**config.mk**
```make
export PLATFORM = sky130hd
export DESIGN_NAME = fifo_w_drain
export DESIGN_NICKNAME = d
export VERILOG_FILES = /design/src/rtl/fifo_w_drain.sv
export SDC_FILE = /design/constraint.sdc
export NUM_CORES = 1
export LEC_CHECK = 0
export BUFFER_PORTS_ARGS = -buffer_cell sky130_fd_sc_hd__buf_2
export CAP_MARGIN = 10
export CELL_PAD_IN_SITES_DETAIL_PLACEMENT = 2
export CELL_PAD_IN_SITES_GLOBAL_PLACEMENT = 2
export CORE_MARGIN = 5
export CORE_UTILIZATION = 25
export DETAILED_ROUTE_END_ITERATION = 8
export GPL_TIMING_DRIVEN = 0
export PLACE_DENSITY_LB_ADDON = 0.3
export SETUP_SLACK_MARGIN = 0.1
export SKIP_LAST_GASP = 1
export SLEW_MARGIN = 20
export SYNTH_ARGS = -nofsm -noshare
export SYNTH_HDL_FRONTEND = slang
export SYNTH_SLANG_ARGS = --single-unit
```
**constraint.sdc**
```tcl
create_clock -name clk -period 2.5 [get_ports clk]
set_clock_uncertainty 0.2 [all_clocks]
set_input_delay 0.375 -clock clk [delete_from_list [all_inputs] [get_ports clk]]
set_output_delay 0.375 -clock clk [all_outputs]
set_load 0.02 [all_outputs]
```
**src/rtl/fifo_w_drain.sv**
```systemverilog
// fifo_w_drain: drains bursts of words from an upstream first-word-fall-through
// FIFO onto an AXI-W style valid/ready stream. Each accepted command moves
// exactly cmd_len+1 words, marking the final one with wlast.
//
// Ports:
//   clk, rst                  single clock, synchronous active-high reset
//   cmd_valid/cmd_len/cmd_ready  burst command (len = beats-1)
//   fifo_nempty/fifo_data/fifo_re  upstream FWFT FIFO head and pop strobe
//   wdata/wvalid/wlast/wready    downstream beat stream
//   busy                      burst in progress
//   burst_done                one-cycle pulse after the final beat handshake
module fifo_w_drain #(
  parameter int DATA_WIDTH = 16,
  parameter int LEN_WIDTH  = 4
) (
  input  logic                  clk,
  input  logic                  rst,
  input  logic                  cmd_valid,
  input  logic [LEN_WIDTH-1:0]  cmd_len,
  output logic                  cmd_ready,
  input  logic                  fifo_nempty,
  input  logic [DATA_WIDTH-1:0] fifo_data,
  output logic                  fifo_re,
  output logic [DATA_WIDTH-1:0] wdata,
  output logic                  wvalid,
  output logic                  wlast,
  input  logic                  wready,
  output logic                  busy,
  output logic                  burst_done
);

  typedef enum logic {IDLE, BURST} state_e;

  localparam logic [LEN_WIDTH:0] ONE = (LEN_WIDTH+1)'(1);

  state_e                state_q, state_d;
  // Words still to be popped for the current burst; one extra bit so that
  // cmd_len all-ones + 1 fits.
  logic [LEN_WIDTH:0]    fetch_left_q, fetch_left_d;
  logic [DATA_WIDTH-1:0] wdata_q, wdata_d;
  logic                  wvalid_q, wvalid_d;
  logic                  wlast_q, wlast_d;
  logic                  done_q, done_d;
  logic                  cmd_acc, w_hs;

  always_comb begin
    state_d      = state_q;
    fetch_left_d = fetch_left_q;
    wdata_d      = wdata_q;
    wvalid_d     = wvalid_q;
    wlast_d      = wlast_q;
    done_d       = 1'b0;

    cmd_ready = (state_q == IDLE) && !rst;
    cmd_acc   = cmd_valid && cmd_ready;
    w_hs      = wvalid_q && wready;
    // Pop only when the output register is free or being emptied this cycle,
    // which gives one beat per clock while wready stays high.
    fifo_re   = !rst && (state_q == BURST) && fifo_nempty &&
                (fetch_left_q != '0) && (!wvalid_q || wready);

    case (state_q)
      IDLE: begin
        if (cmd_acc) begin
          fetch_left_d = {1'b0, cmd_len} + ONE;
          state_d      = BURST;
        end
      end
      BURST: begin
        if (w_hs && wlast_q) begin
          state_d = IDLE;
          done_d  = 1'b1;
        end
      end
      default: state_d = IDLE;
    endcase

    if (fifo_re) begin
      fetch_left_d = fetch_left_q - ONE;
      wdata_d      = fifo_data;
      wvalid_d     = 1'b1;
      wlast_d      = (fetch_left_q == ONE);
    end else if (w_hs) begin
      wvalid_d = 1'b0;
      wlast_d  = 1'b0;
    end
  end

  always_ff @(posedge clk) begin
    if (rst) begin
      state_q      <= IDLE;
      fetch_left_q <= '0;
      wdata_q      <= '0;
      wvalid_q     <= 1'b0;
      wlast_q      <= 1'b0;
      done_q       <= 1'b0;
    end else begin
      state_q      <= state_d;
      fetch_left_q <= fetch_left_d;
      wdata_q      <= wdata_d;
      wvalid_q     <= wvalid_d;
      wlast_q      <= wlast_d;
      done_q       <= done_d;
    end
  end

  assign wdata      = wdata_q;
  assign wvalid     = wvalid_q;
  assign wlast      = wlast_q;
  assign busy       = (state_q == BURST);
  assign burst_done = done_q;

endmodule

```
==> summary.md <==
| Metric | Value |
|---|---|
| Status | finished clean |
| Layout Cells excl Fill | about 230 |
| Peak Freq | ~430 MHz |
| Drt pass-1 iters | 2 |
| Synth Register Bits | 25 |
| N_diodes | 0 |
| Gp weighted congestion | around 0.73 |
| DP HPWL | ~2800 um |
| Final Hold Fails | 0 |
| Core Box Area | between 4000 and 5000 um2 |
| Crit-path max cell delay | roughly 500 ps |
| Hold_buf cts | 0 |
| Clock Root Buffer | clkbuf_8 |
| Vias in the first global route | about 1300 |
| Post-synth cell types | 28 |
| Period minus WS final | between 2000 and 2500 ps |
| Antenna violations before repair | 0 |
| Clock sinks | 25 |
| Worst Setup End Kind | output port |
| Register area share after synthesis | 46.0% |
| Total grt overflow | 0 |
| Num CTS Buffers | 3 |
| DP Cell Count | roughly 230 |
| DIE AREA | 5770 um2 |
| Port Buf Inserts | between 40 and 50 |
| Slew @ Worst Pin | slightly above 500 ps |
| Final setup fails | 0 |
| Worst min path class | input port to flip-flop |
| RSZ-0062 raised after global routing | no |
| P_leak | 0.635 nW |
| Final Util | 34.4% |
| Layout cells sized above 1 | 35.7% |
| Critical path class | flip-flop to output port |
| Die width | about 76 um |
| Synth warn | 0 |
| Layout Nets | around 210 |
| Total wire length | ~3500 um |
| # IOs | 47 |
| Clk pin slew, worst setup/hold paths | 100 ps |
| First-pass GRT wire length | just under 6000 um |
| Peak supply drop | roughly 0.17 mV |
| Starting density of the core | about a quarter |
| Htree depth | 1 |
| Pins over their slew limit | 0 |
| DR WL/cell | between 15 and 20 um |
| Kind of cell adding the most delay to the critical path | simple AND/OR/NAND/NOR gates |
| DP Worst Slack | approximately 230 ps |
| Total vias in the final route | 1121 |
| Starting DRT DRC Count | 18 |
| Via/cell ratio | 4.79 |
| Critical Path, Cell by Cell | inv_2, ha_1, or4b_4, nand4_4, buf_6, nor2_1, buf_4 |
| WP buf/inv | 3 |
| Drt drc | 0 |
| Crit path max fanout | 4 |
| CP Data Required Time | approximately 1900 ps |
| Post-Syn Nets | between 150 and 200 |
| Syn_area_per_cell | about 8.4 um2 |
| Critical path launch point type | flip-flop |
| Slowest-stage cell, CP | or4b_4 |
| Row cnt | 24 |
| Area leader, netlist | dfxtp_1 |
| Clock Path Buffers | 2 |
| Setup TNS | 0 ps |
| Worst Path Arrival | 1740 ps |
| Pwr dens | a little under 600 nW/um2 |
| Clk_lat worst skew | ~270 ps |
| Post-synth top area share | a little under half |
| DRT antenna net count | 0 |
| Fin crit share | 92.7% |
| Setup ws final | between 150 and 200 ps |
| Post-Synthesis Cells | roughly 130 |
| Die Ht | roughly 76 um |
| CTS tree | done |
| Total GRT Usage | 12.3% |
| P&R area growth vs syn | 35.7% |
| Max-slew headroom | 65.8% |
| MaxCap Viol Count | 0 |
| Ranking of synthesized cells by area | dfxtp_1 46%, nand2_1 12%, a21oi_1 9.2% |
| Synth Cell Area | roughly 1100 um2 |
| Largest net degree at the start of global routing | 16 |
## cell families after synthesis
kind of cell	count (synthesis)	share of synthesized area (%)
DFF	25	46.0
xor gates and xnor gates	2	1.61
buffers and inverters	10	5.29
AOI/OAI and AO/OA	30	16.6
muxes	1	0.920
and+or+nand+nor	57	25.1
adders and majority gates	4	4.60
## cell usage in the layout, fill, tap and decap left out, drive strengths merged
| cell | Yosys | final |
|---|---|---|
| dfxtp | 25 | 25 |
| nand2b | 1 | 1 |
| xnor2 | 1 | 1 |
| a211oi | 2 | 2 |
| clkinvlp | 0 | 1 |
| inv | 3 | 3 |
| and4 | 1 | 1 |
| a21oi | 20 | 20 |
| xor2 | 1 | 1 |
| nor2 | 6 | 6 |
| nor3b | 2 | 2 |
| or3 | 2 | 2 |
| mux2i | 1 | 1 |
| a32oi | 1 | 1 |
| ha | 4 | 4 |
| o211ai | 4 | 4 |
| nand4 | 2 | 2 |
| or4b | 1 | 1 |
| clkbuf | 3 | 6 |
| a31oi | 2 | 2 |
| nand2 | 36 | 36 |
| nand3 | 4 | 4 |
| buf | 4 | 53 |
| a2bb2oi | 1 | 1 |
| nand4b | 2 | 2 |
## power by group
| part | internal [W] | leakage, nW | switching, W | total (W) |
|---|---|---|---|---|
| Combinational | 0.0000769 | 0.409 | 0.000104 | 0.000181 |
| Clock | 0.000113 | 0.0217 | 0.000139 | 0.000252 |
| Sequential | 0.000418 | 0.204 | 0.0000157 | 0.000434 |
| Total | 0.000608 | 0.635 | 0.000258 | 0.000866 |
## per-stage QoR
stage | total power, W | cell area (um2) | hold WS [ps]
final | 0.000866 | 1480 | 134
after global routing | 0.000920 | 1480 | 132
after CTS | 0.000875 | 1450 | 127
after detailed placement | 0.000613 | 1380 | 252
after global placement | 0.000602 | 1380 | 239
after floorplan | 0.000546 | 1090 | 279
## sequential cells by signal, summed over array words and instances, names as in the netlist
signal,flops
burst_done,1
wlast,1
busy,1
wdata,16
fetch_left_q,5
wvalid,1
## path summary, 6_finish.rpt
kind | slack (ps) | startpoint | endpoint | depth (start not counted)
setup / recovery | 180 | fetch_left_q[0]$_SDFFE_PP0P_ | fifo_re | 7
hold / removal | 130 | fifo_data[0] | wdata[0]$_SDFFE_PP0N_ | 3
setup reg to reg | 530 | fetch_left_q[0]$_SDFFE_PP0P_ | fetch_left_q[4]$_SDFFE_PP0P_ | 7
hold reg to reg | 260 | wdata[2]$_SDFFE_PP0N_ | wdata[2]$_SDFFE_PP0N_ | 2
## layout make-up
| cell class | count | area (um2) |
|---|---|---|
| clock inverters | 1 | 7.51 |
| fillers | 504 | 2820 |
| inverters | 3 | 11.3 |
| well taps | 52 | 65.1 |
| repair buffers | 49 | 258 |
| multi-input cells | 94 | 539 |
| flip-flops and latches | 25 | 505 |
| plain buffers | 7 | 50.0 |
| clock buffers | 3 | 41.3 |
## synthesized netlist by cell type (all sizes together)
master   number
and4          1
xor2          1
or4b          1
nor2          6
a31oi         2
xnor2         1
nand4         2
clkbuf        3
a32oi         1
a2bb2oi       1
mux2i         1
dfxtp        25
nand2b        1
a211oi        2
a21oi        20
nand3         4
o211ai        4
nand2        36
nor3b         2
ha            4
nand4b        2
buf           4
inv           3
or3           2
## timing repair
| item | 4_1_cts | 5_1_grt |
|---|---|---|
| buffers inserted | 1 | 3 |
| pin swaps | 1 | 0 |
| endpoints found under the hold margin | 0 | 0 |
| cloned | 0 | 0 |
| gates resized for setup | 4 | 4 |
| endpoints found under the setup margin | 1 | 1 |
## worst reg2reg max path: cells and delay by family (launching register included)
kind | cells | cell delay (ps)
AND/OR/NAND/NOR | 3 | 850
flip-flops | 1 | 350
buffers and inverters | 2 | 200
adder cells (fa/ha/maj) | 1 | 130
AO/OA/AOI/OAI | 1 | 100
## routing by layer
layer	GRT usage (%)	part of all wire (%)
met5	0	0
met4	5.87	2.3
met3	2.72	4.6
met2	22.5	53
met1	13.1	40
(Power assumes the default switching activity.)
